[src/rtl/sphere_hit_worker.sv]
// Sphere hit worker: for each of JOBS_SUBDIVISION pixels of one row job, tests the pixel
// against every enabled sphere (strict inside-circle test) and stores the lowest-index hit color.
module sphere_hit_worker #(
    parameter int JOBS_SUBDIVISION = 8,
    parameter int N_WORKERS        = 4,
    parameter int N_SPHERES        = 4,
    parameter int COORD_W          = 12,
    parameter int RADIUS_W         = 10,
    parameter int COLOR_W          = 12
) (
    input  logic                                 clk,
    input  logic                                 rst,
    input  logic                                 start,
    input  logic signed [COORD_W-1:0]            x,
    input  logic signed [COORD_W-1:0]            y,
    input  logic [N_SPHERES*COORD_W-1:0]         sphere_x,
    input  logic [N_SPHERES*COORD_W-1:0]         sphere_y,
    input  logic [N_SPHERES*RADIUS_W-1:0]        sphere_r,
    input  logic [N_SPHERES*COLOR_W-1:0]         sphere_color,
    input  logic [N_SPHERES-1:0]                 sphere_en,
    input  logic [COLOR_W-1:0]                   bg_color,
    output logic                                 busy,
    output logic                                 done,
    output logic [JOBS_SUBDIVISION*COLOR_W-1:0]  buffer
);

    localparam int JW     = (JOBS_SUBDIVISION > 1) ? $clog2(JOBS_SUBDIVISION) : 1;
    localparam int SW     = (N_SPHERES > 1) ? $clog2(N_SPHERES) : 1;
    localparam int LX_W   = COORD_W + 4;
    localparam int DX_W   = LX_W + 1;
    localparam int DY_W   = COORD_W + 1;
    localparam int DIST_W = 2 * DX_W + 1;
    localparam int RSQ_W  = 2 * RADIUS_W;

    typedef enum logic [2:0] {IDLE, DIFF, SQR, CMP, WRITE, DONE} state_t;

    state_t               state_q;
    logic [JW-1:0]        j_q;
    logic [SW-1:0]        s_q;
    logic                 hit_q;
    logic [COLOR_W-1:0]   col_q;
    logic                 busy_q;
    logic                 done_q;
    logic [COLOR_W-1:0]   buffer_q [JOBS_SUBDIVISION];

    // Job snapshot taken at start so later input changes cannot disturb a running job.
    logic [COORD_W-1:0]              x_q;
    logic [COORD_W-1:0]              y_q;
    logic [N_SPHERES*COORD_W-1:0]    sx_q;
    logic [N_SPHERES*COORD_W-1:0]    sy_q;
    logic [N_SPHERES*RADIUS_W-1:0]   sr_q;
    logic [N_SPHERES*COLOR_W-1:0]    scol_q;
    logic [N_SPHERES-1:0]            en_q;
    logic [COLOR_W-1:0]              bg_q;

    logic signed [DX_W-1:0]   dx_q;
    logic signed [DY_W-1:0]   dy_q;
    logic [DIST_W-1:0]        dist_sq_q;
    logic [RSQ_W-1:0]         r_sq_q;

    logic [COORD_W-1:0]       cur_sx;
    logic [COORD_W-1:0]       cur_sy;
    logic [RADIUS_W-1:0]      cur_r;
    logic [COLOR_W-1:0]       cur_col;
    logic [LX_W-1:0]          local_x;
    logic [DX_W-1:0]          dx_d;
    logic [DY_W-1:0]          dy_d;
    logic signed [2*DX_W-1:0] dx_sq;
    logic signed [2*DY_W-1:0] dy_sq;
    logic [DIST_W-1:0]        dist_sq_d;
    logic [RSQ_W-1:0]         r_sq_d;
    logic                     hit_now;

    assign cur_sx  = sx_q[s_q*COORD_W +: COORD_W];
    assign cur_sy  = sy_q[s_q*COORD_W +: COORD_W];
    assign cur_r   = sr_q[s_q*RADIUS_W +: RADIUS_W];
    assign cur_col = scol_q[s_q*COLOR_W +: COLOR_W];

    assign local_x = {{(LX_W-COORD_W){x_q[COORD_W-1]}}, x_q} + LX_W'(j_q) * LX_W'(N_WORKERS);
    assign dx_d    = {local_x[LX_W-1], local_x} - {{(DX_W-COORD_W){cur_sx[COORD_W-1]}}, cur_sx};
    assign dy_d    = {y_q[COORD_W-1], y_q} - {cur_sy[COORD_W-1], cur_sy};

    // Squares of signed differences are non-negative, so zero-extending them into the sum is safe.
    assign dx_sq     = dx_q * dx_q;
    assign dy_sq     = dy_q * dy_q;
    assign dist_sq_d = DIST_W'($unsigned(dx_sq)) + DIST_W'($unsigned(dy_sq));
    assign r_sq_d    = RSQ_W'(cur_r) * RSQ_W'(cur_r);
    assign hit_now   = en_q[s_q] && (dist_sq_q < DIST_W'(r_sq_q));

    // NOTE: the snapshot and pipeline registers carry no reset; they are always written before use.
    always_ff @(posedge clk) begin
        if (state_q == IDLE && start) begin
            x_q    <= x;
            y_q    <= y;
            sx_q   <= sphere_x;
            sy_q   <= sphere_y;
            sr_q   <= sphere_r;
            scol_q <= sphere_color;
            en_q   <= sphere_en;
            bg_q   <= bg_color;
        end
        if (state_q == DIFF) begin
            dx_q <= dx_d;
            dy_q <= dy_d;
        end
        if (state_q == SQR) begin
            dist_sq_q <= dist_sq_d;
            r_sq_q    <= r_sq_d;
        end
    end

    // NOTE: non-blocking assignments throughout, so every branch sees pre-edge state.
    always_ff @(posedge clk) begin
        if (rst) begin
            state_q <= IDLE;
            j_q     <= '0;
            s_q     <= '0;
            hit_q   <= 1'b0;
            col_q   <= '0;
            busy_q  <= 1'b0;
            done_q  <= 1'b0;
            // NOTE: the pixel buffer is reset explicitly; its contents are visible at the port.
            for (int i = 0; i < JOBS_SUBDIVISION; i++) buffer_q[i] <= '0;
        end else begin
            unique case (state_q)
                IDLE: begin
                    done_q <= 1'b0;
                    if (start) begin
                        j_q     <= '0;
                        s_q     <= '0;
                        hit_q   <= 1'b0;
                        busy_q  <= 1'b1;
                        state_q <= DIFF;
                    end
                end
                DIFF: state_q <= SQR;
                SQR:  state_q <= CMP;
                CMP: begin
                    if (hit_now && !hit_q) begin
                        hit_q <= 1'b1;
                        col_q <= cur_col;
                    end
                    if (s_q == SW'(N_SPHERES - 1)) begin
                        state_q <= WRITE;
                    end else begin
                        s_q     <= s_q + 1'b1;
                        state_q <= DIFF;
                    end
                end
                WRITE: begin
                    buffer_q[j_q] <= hit_q ? col_q : bg_q;
                    hit_q         <= 1'b0;
                    s_q           <= '0;
                    if (j_q == JW'(JOBS_SUBDIVISION - 1)) begin
                        busy_q  <= 1'b0;
                        done_q  <= 1'b1;
                        state_q <= DONE;
                    end else begin
                        j_q     <= j_q + 1'b1;
                        state_q <= DIFF;
                    end
                end
                DONE: begin
                    done_q  <= 1'b0;
                    state_q <= IDLE;
                end
                default: state_q <= IDLE;
            endcase
        end
    end

    assign busy = busy_q;
    assign done = done_q;

    for (genvar g = 0; g < JOBS_SUBDIVISION; g++) begin : g_buf
        assign buffer[g*COLOR_W +: COLOR_W] = buffer_q[g];
    end

endmodule

[config.mk]
export PLATFORM = sky130hd
export DESIGN_NAME = sphere_hit_worker
export DESIGN_NICKNAME = d
export VERILOG_FILES = /design/src/rtl/sphere_hit_worker.sv
export SDC_FILE = /design/constraint.sdc
export NUM_CORES = 1
export LEC_CHECK = 0
export ABC_AREA = 1
export CAP_MARGIN = 10
export CORE_UTILIZATION = 55
export CTS_CLUSTER_DIAMETER = 150
export DETAILED_ROUTE_END_ITERATION = 16
export GPL_ROUTABILITY_DRIVEN = 0
export PLACE_DENSITY = 0.81
export SETUP_SLACK_MARGIN = 0.02
export SKIP_CTS_REPAIR_TIMING = 1
export SYNTH_ARGS = -nofsm -noshare
export SYNTH_HDL_FRONTEND = slang
export SYNTH_SLANG_ARGS = --single-unit
[constraint.sdc]
create_clock -name clk -period 9.8 [get_ports clk]
set_input_delay 1.96 -clock clk [delete_from_list [all_inputs] [get_ports clk]]
set_output_delay 1.96 -clock clk [all_outputs]
set_load 0.01 [all_outputs]
==> run metrics, run 1 <==
RSZ-0062 raised after global routing=false; Max Root-Sink Buffers=3; Synth Cell Area=roughly 0.034 mm^2; flop2flop setup slack=~1800 ps; DIE WIDTH=249 um; Synth area leaders=edfxtp_1 36%, fa_1 22%, ha_1 9.7%; hold depth=2; Worst Path Max Fanout=17; total gr overflow=0; first-pass GRT wire length=between 100 and 150 mm; setup TNS=0 ps; max-cap check violation count=0; drt first pass iters=5; Setup CP Type=reg2reg; post-route ant nets=0; Period minus WS final=just under 8000 ps; share of layout cells above drive strength 1=0.0361; Worst Skew=24.8 ps; Area Growth Syn to Fin=16.2%; final net count=between 4000 and 5000; H-tree Lvls=2; Ys Warns=0; count leader, synth=inv_1; post-DP HPWL=57.6 mm; number of synthesized flops with an enable pin=between 400 and 500; Unique masters post-synth=57; IO Port Bufs=approximately 320; # DRC=0; routed wire length=74.3 mm; Top delay family on crit path=adder cells; HP Class=reg2reg; Peak Freq=0.126 GHz; final setup vio count=0; Clk pin slew, worst setup/hold paths=60 ps; FP Rows=90; Worst-Skew Late Latency=about 610 ps; die area=0.0619 mm^2; mean post-synth cell area=about 10 um^2; routed wire length per instance=about 17 um; crit end category=flip-flop; relative slew slack=0.147; Final Hold Vio Count=0; Synth top area share=0.359; Worst R2R Start=dy_q[12]$_DFFE_PP_; vias per cell=roughly 5.3; Synth top cells by count=687 x inv_1, 558 x nand2_1, 401 x edfxtp_1; vias=23314; clock root cell=clkbuf_16; R2R depth=27; CTS tree=yes; most frequent CP cell=fa_1; outcome=finished clean; Post-synth ARST share=0; vias in the first global route=~24000; #FFs+latches synth=approximately 420; largest area contributor in the synthesized netlist=edfxtp_1; core footprint=~0.06 mm^2; largest net degree at the start of global routing=131; CP arrival=approximately 8300 ps; Worst Hold Path EP=busy$_SDFFE_PP0P_; drt first-iter violations=1341; Worst Path Required=approximately 10000 ps; Synth Instances=3294; initial antenna violation count=1; Buf/Inv on CP=4; CP peak stage delay=approximately 730 ps; All-Layer GR Usage=0.245; Worst Setup Start Kind=flip-flop; beginning of the worst hold path=busy$_SDFFE_PP0P_; height of the die=approximately 250 um; Filler cells=4454; Final period util=0.812; I/O Pins=roughly 330; Slew @ Worst Pin=between 1000 and 1500 ps; Num CTS Buffers=43; Max Slew Vio Count=0; crit path max-delay cell type=edfxtp_1; initial core utilization=0.556; sequential area share after synthesis=0.373; RR Endpoint=dist_sq_q[29]$_DFFE_PP_; dominant synthesized flop cell=edfxtp_1; # clock sinks=approximately 420
## per-stage QoR
step | hold WS (ps) | instances | area (um^2) | worst slack (ps) | util
after global placement | 453 | 4330 | 37500 | 2130 | 0.622
after global routing | 487 | 4410 | 39000 | 1220 | 0.647
after detailed placement | 458 | 4330 | 37500 | 1930 | 0.622
final | 467 | 4410 | 39000 | 1840 | 0.647
after floorplan | 451 | 3295 | 33500 | 2780 | -
after CTS | 467 | 4409 | 39000 | 1840 | 0.647
## worst max path at each step
stage                       startpoint                      end  slack (ps)  cells after the start
global placement    dy_q[12]$_DFFE_PP_  dist_sq_q[27]$_DFFE_PP_        2130                     27
global route        dy_q[12]$_DFFE_PP_  dist_sq_q[29]$_DFFE_PP_        1220                     27
detailed placement  dy_q[12]$_DFFE_PP_  dist_sq_q[27]$_DFFE_PP_        1930                     27
CTS                 dy_q[12]$_DFFE_PP_  dist_sq_q[29]$_DFFE_PP_        1840                     27
floorplan           dx_q[13]$_DFFE_PP_  dist_sq_q[27]$_DFFE_PP_        2780                     32
finish              dy_q[12]$_DFFE_PP_  dist_sq_q[29]$_DFFE_PP_        1840                     27
## registers in the layout (all words and copies together), names as in the netlist
name       flops
buffer_q      96
hit_q          1
bg_q          12
sr_q          40
done           1
j_q            3
dist_sq_q     35
dy_q          13
col_q         12
scol_q        48
s_q            2
x_q           12
state_q        3
busy           1
dx_q          14
en_q           4
sx_q          48
r_sq_q        19
sy_q          48
y_q           12
## routing by layer
layer  global-route usage  wire length [um]  part of all wire
met2                0.438             38100              0.51
met4               0.0786              2190             0.029
met5                    0                 0                 0
met3               0.0362              4230             0.057
met1                0.306             29800              0.40
## placed cells by master (no fill, tap or decap), types with 29 or more instances in the layout
cell and instances:
clkbuf_16 43, nand2_1 558, a21oi_1 182, edfxtp_1 401, xnor2_1 53, clkdlybuf4s50_1 324
nand3_1 69, nor2_1 257, fa_1 371, o21ai_0 60, inv_1 685, xor2_1 79
a32o_1 29, ha_1 259
## worst min-delay path: cells and delay by family, from the launching register on
kind / cells / cell delay, ps
AOI/OAI and AO/OA: 1 / 50
DFF: 1 / 310
and+or+nand+nor: 1 / 60
## layout make-up
type,instances,area (um^2),area share
clock buffer,50,1100,0.0283
timing repair buffer,333,3310,0.0850
antenna,1,2.50,0.0000642
multi-input combinational,2095,18000,0.463
tap,782,978,0.0251
inverter,696,2620,0.0672
sequential,424,12500,0.321
clock inverter,29,400,0.0103
## logic make-up (layout without fill, tap and decap cells)
group                      after synthesis  after routing  share of synthesized area
other                                    2              4                   0.000224
and+or+nand+nor                        969            969                      0.118
DFF                                    424            424                      0.373
buffers and inverters                  776           1108                     0.0892
AOI/OAI and AO/OA                      349            349                     0.0631
adders and majority gates              630            630                      0.318
muxes                                   12             12                    0.00358
xor gates and xnor gates               132            132                     0.0345
Power of run 1 is left out: the tool's default activity adds up to more than one toggle a clock period on the data nets, which glitch-free logic cannot reach.
==> run 2: changes to the inputs <==
==> constraint.sdc (replaced) <==
create_clock -name clk -period 8.34 [get_ports clk]
set_input_delay 1.668 -clock clk [delete_from_list [all_inputs] [get_ports clk]]
set_output_delay 1.668 -clock clk [all_outputs]
set_load 0.01 [all_outputs]
==> run metrics, run 2 (synthesis results as in run 1) <==
vias per cell=5.29 (about the same); Max Slew Vio Count=0 (unchanged); Worst Hold Path EP=busy$_SDFFE_PP0P_ (unchanged); most common cell after layout, fill and taps aside=inv_1 (unchanged); crit path from=dx_q[13]$_DFFE_PP_ (was dy_q[12]$_DFFE_PP_); Setup CP Type=reg2reg (unchanged); Worst Path Required=8690 ps (was 10150 ps); Area Growth Syn to Fin=16.2% (about the same); CP arrival=7950 ps (was 8310 ps); beginning of the worst hold path=busy$_SDFFE_PP0P_ (unchanged); Peak Freq=0.132 GHz (was 0.126 GHz); IO Port Bufs=324 (unchanged); FP Rows=90 (unchanged); clock root cell=clkbuf_16 (unchanged); total gr overflow=0 (unchanged); max-cap check violation count=0 (unchanged); Worst Skew=34.0 ps (was 24.8 ps); Slew @ Worst Pin=1170 ps (was 1240 ps); crit end category=flip-flop (unchanged); CTS tree=yes (unchanged); first-pass GRT wire length=121 mm (about the same); Worst Setup Start Kind=flip-flop (unchanged); flop2flop setup slack=750 ps (was 1840 ps); All-Layer GR Usage=0.244 (was 0.245); die area=0.0619 mm^2 (unchanged); routed wire length per instance=16.7 um (was 16.8 um); drt first-iter violations=1362 (was 1341); most frequent CP cell=inv_1 (was fa_1); Final Hold Vio Count=0 (unchanged); Max Root-Sink Buffers=3 (unchanged); RR Endpoint=dist_sq_q[27]$_DFFE_PP_ (was dist_sq_q[29]$_DFFE_PP_); Worst Path Max Fanout=21 (was 17); vias in the first global route=24305 (was 24329); RSZ-0062 raised after global routing=false (unchanged); Period minus WS final=7590 ps (was 7960 ps); height of the die=249 um (unchanged); final net count=4453 (was 4450); setup TNS=0 ps (unchanged); relative slew slack=0.197 (was 0.147); largest net degree at the start of global routing=176 (was 131); vias=23340 (was 23314); Worst R2R Start=dx_q[13]$_DFFE_PP_ (was dy_q[12]$_DFFE_PP_); Clk pin slew, worst setup/hold paths=60 ps (about the same); drt first pass iters=5 (unchanged); share of layout cells above drive strength 1=0.0366 (was 0.0361); I/O Pins=325 (unchanged); crit path max-delay cell type=edfxtp_1 (unchanged); DIE WIDTH=249 um (unchanged); # DRC=0 (unchanged); H-tree Lvls=2 (unchanged); # clock sinks=424 (unchanged); R2R depth=30 (was 27); outcome=finished clean (unchanged); most frequent cells in the layout=685 x inv_1, 558 x nand2_1, 401 x edfxtp_1, 371 x fa_1, 324 x clkdlybuf4s50_1 (unchanged); Num CTS Buffers=43 (unchanged); Worst-Skew Late Latency=610 ps (about the same); Filler cells=4542 (was 4454); CP peak stage delay=860 ps (was 730 ps); core footprint=0.0602 mm^2 (unchanged); Final period util=0.910 (was 0.812); initial antenna violation count=3 (was 1); initial core utilization=0.556 (unchanged); Top reg by flops=buffer_q (unchanged); max reg flops=96 (unchanged); hold depth=2 (unchanged); post-route ant nets=0 (unchanged); HP Class=reg2reg (unchanged); post-DP HPWL=57.4 mm (was 57.6 mm); final setup vio count=0 (unchanged); routed wire length=73.5 mm (was 74.3 mm)
-- run 2: changes by cell type in the layout (fill, tap and decap cells not counted), sizes merged --
cell,change
clkinv,+3
clkinvlp,+1
buf,+3
diode,+2
bufinv,-2
inv,+2
clkbuf,-3
-- run 2: worst max-delay path by stage --
stage                     cells after the start  slack (ps)                 endpoint
after floorplan                              32        1320  dist_sq_q[27]$_DFFE_PP_
after global placement                       30         940  dist_sq_q[27]$_DFFE_PP_
after detailed placement                     31         810  dist_sq_q[27]$_DFFE_PP_
after CTS                                    29         760  dist_sq_q[27]$_DFFE_PP_
after global routing                         30         200  dist_sq_q[27]$_DFFE_PP_
final                                        30         750  dist_sq_q[27]$_DFFE_PP_
-- run 2: area by class of cell --
cell class,count,area (um^2),share of cell area
multi-input combinational,2095,18000,0.463
clock inverter,33,358,0.00919
sequential,424,12500,0.321
antenna,3,7.51,0.000193
clock buffer,47,1090,0.0280
timing repair buffer,336,3350,0.0859
tap,782,978,0.0251
inverter,696,2620,0.0673
-- run 2: worst max-delay path, delay by kind of cell, from the launching register on --
kind            cells  cell delay, ps
buf+inv             7             390
xor+xnor            1             160
simple gates       10            1320
compound gates      4             620
fa+ha+maj           8            3970
flops               1             860
-- run 2: per-layer routing --
layer,routed length (um),share of wire,track usage,vias to the layer above
li1,-,-,-,11075
met1,29800,0.40,0.309,11448
met2,37700,0.51,0.432,693
met3,4190,0.057,0.0357,124
met4,1930,0.026,0.0747,0
met5,0,0,0,-
-- run 2: through the flow --
stage	hold WS (ps)	utilization	cells	worst slack, ps	cell area (um^2)
detailed placement	458	0.622	4333	813	37500
global placement	456	0.622	4333	937	37500
finish	465	0.647	4416	749	39000
CTS	468	0.646	4413	758	38900
floorplan	451	-	3295	1320	33500
global route	493	0.647	4416	196	39000
Power of run 2 is left out for the same reason.
==> run 3: changes to the inputs <==
--- a/config.mk
+++ b/config.mk
@@ -7,11 +7,12 @@
 export LEC_CHECK = 0
 export ABC_AREA = 1
 export CAP_MARGIN = 10
-export CORE_UTILIZATION = 55
+export CORE_UTILIZATION = 60
 export CTS_CLUSTER_DIAMETER = 150
 export DETAILED_ROUTE_END_ITERATION = 16
+export DONT_BUFFER_PORTS = 1
 export GPL_ROUTABILITY_DRIVEN = 0
-export PLACE_DENSITY = 0.81
+export PLACE_DENSITY = 0.8
 export SETUP_SLACK_MARGIN = 0.02
 export SKIP_CTS_REPAIR_TIMING = 1
 export SYNTH_ARGS = -nofsm -noshare
==> run metrics, run 3 (synthesis results as in run 1) <==
post-DP HPWL=54.7 mm (was 57.4 mm); CP peak stage delay=810 ps (was 860 ps); final core utilization=0.647 (about the same); DP Area=0.0342 mm^2 (was 0.0375 mm^2); setup TNS=0 ps (unchanged); height of the die=238 um (was 249 um); routed wire length=70.5 mm (was 73.5 mm); RSZ-0062 raised after global routing=false (unchanged); vias per cell=5.47 (was 5.29); Worst-Skew Late Latency=590 ps (was 610 ps); Worst Path Max Fanout=13 (was 21); die area=0.0568 mm^2 (was 0.0619 mm^2); Max Slew Vio Count=0 (unchanged); final net count=4132 (was 4453); crit end category=flip-flop (unchanged); outcome=finished clean (unchanged); core footprint=0.0552 mm^2 (was 0.0602 mm^2); fin area=0.0357 mm^2 (was 0.0390 mm^2); DIE WIDTH=238 um (was 249 um); Placed Cells=3974 (was 4333); Peak Freq=0.132 GHz (about the same); Period minus WS final=7560 ps (was 7590 ps); Final Hold Vio Count=0 (unchanged); drt first pass iters=6 (was 5); FP Rows=86 (was 90); vias in the first global route=22891 (was 24305); Worst Path Required=8670 ps (was 8690 ps); first-pass GRT wire length=114 mm (was 121 mm); Setup CP Type=reg2reg (unchanged); initial core utilization=0.607 (was 0.556); Clk pin slew, worst setup/hold paths=70 ps (was 60 ps); routed wire length per instance=17.3 um (was 16.7 um); # DRC=0 (unchanged); largest net degree at the start of global routing=168 (was 176); Slew @ Worst Pin=1190 ps (was 1170 ps); All-Layer GR Usage=0.254 (was 0.244); Final Instance Count excl. Fillers=4066 (was 4416); # clock sinks=424 (unchanged); Num CTS Buffers=42 (was 43); CP arrival=7900 ps (was 7950 ps); max reg flops=96 (unchanged); post-route ant nets=0 (unchanged); Area Growth Syn to Fin=6.50% (was 16.2%); vias=22230 (was 23340); final setup vio count=0 (unchanged); Worst Skew=41.7 ps (was 34.0 ps); crit path max-delay cell type=fa_1 (was edfxtp_1); most frequent cells in the layout=685 x inv_1, 558 x nand2_1, 401 x edfxtp_1, 371 x fa_1, 259 x ha_1 (was 685 x inv_1, 558 x nand2_1, 401 x edfxtp_1, 371 x fa_1, 324 x clkdlybuf4s50_1); Worst Setup Start Kind=flip-flop (unchanged); max-cap check violation count=0 (unchanged); relative slew slack=0.181 (was 0.197); I/O Pins=325 (unchanged); Top reg by flops=buffer_q (unchanged); initial antenna violation count=9 (was 3); HP Class=reg2reg (unchanged); most frequent CP cell=nand2_1 (was inv_1); drt first-iter violations=1764 (was 1362); Final period util=0.907 (was 0.910); total gr overflow=0 (unchanged); share of layout cells above drive strength 1=0.0432 (was 0.0366); clock root cell=clkbuf_16 (unchanged); Max Root-Sink Buffers=3 (unchanged); most common cell after layout, fill and taps aside=inv_1 (unchanged); IO Port Bufs=0 (was 324); H-tree Lvls=2 (unchanged); CTS tree=yes (unchanged); Filler cells=4169 (was 4542)
[run 3: changes by cell type in the layout (fill, tap and decap cells not counted)]
cell,before,now
clkbuf_1,4,3
clkbuf_16,43,42
clkdlybuf4s50_1,324,0
clkinvlp_4,4,7
inv_6,2,1
clkinv_2,5,9
bufinv_16,5,4
diode_2,3,9
buf_4,11,14
clkinv_8,0,2
buf_12,1,2
clkinv_1,14,7
[run 3: metal layers]
metal	up-vias	global-route usage	wire length (um)
li1	10439	-	-
met1	10829	0.321	27700
met2	811	0.444	36200
met3	151	0.0400	4440
met4	0	0.0905	2170
met5	-	0	0
[run 3: final cells by class]
type	instances	area [um^2]	area share
sequential	424	12500	0.350
timing repair buffer	16	145	0.00406
multi-input combinational	2095	18000	0.505
tap	748	936	0.0262
clock buffer	45	1060	0.0298
clock inverter	33	368	0.0103
antenna	9	22.5	0.000631
inverter	696	2620	0.0734
[run 3: worst paths after layout]
kind                         startpoint                      end  slack (ps)  cells past startpoint
setup / recovery      dy_q[1]$_DFFE_PP_  dist_sq_q[27]$_DFFE_PP_         780                     28
hold / removal    col_q[0]$_SDFFE_PP0P_    col_q[0]$_SDFFE_PP0P_         500                      2
setup reg to reg      dy_q[1]$_DFFE_PP_  dist_sq_q[27]$_DFFE_PP_         780                     28
hold reg to reg   col_q[0]$_SDFFE_PP0P_    col_q[0]$_SDFFE_PP0P_         500                      2
[run 3: through the flow]
| stage | hold slack, ps | setup WS [ps] |
|---|---|---|
| final | 503 | 776 |
| after global routing | 526 | 135 |
| after CTS | 499 | 682 |
| after detailed placement | 482 | 728 |
| after global placement | 467 | 967 |
| after floorplan | 451 | 1320 |
[run 3: worst max-delay path: cells and delay by family, from the launching register on]
kind | cells | cell delay, ps
flops | 1 | 660
fa+ha+maj | 8 | 3850
xor+xnor | 1 | 130
compound gates | 3 | 450
buf+inv | 4 | 520
simple gates | 12 | 1700
Power of run 3 is left out for the same reason.
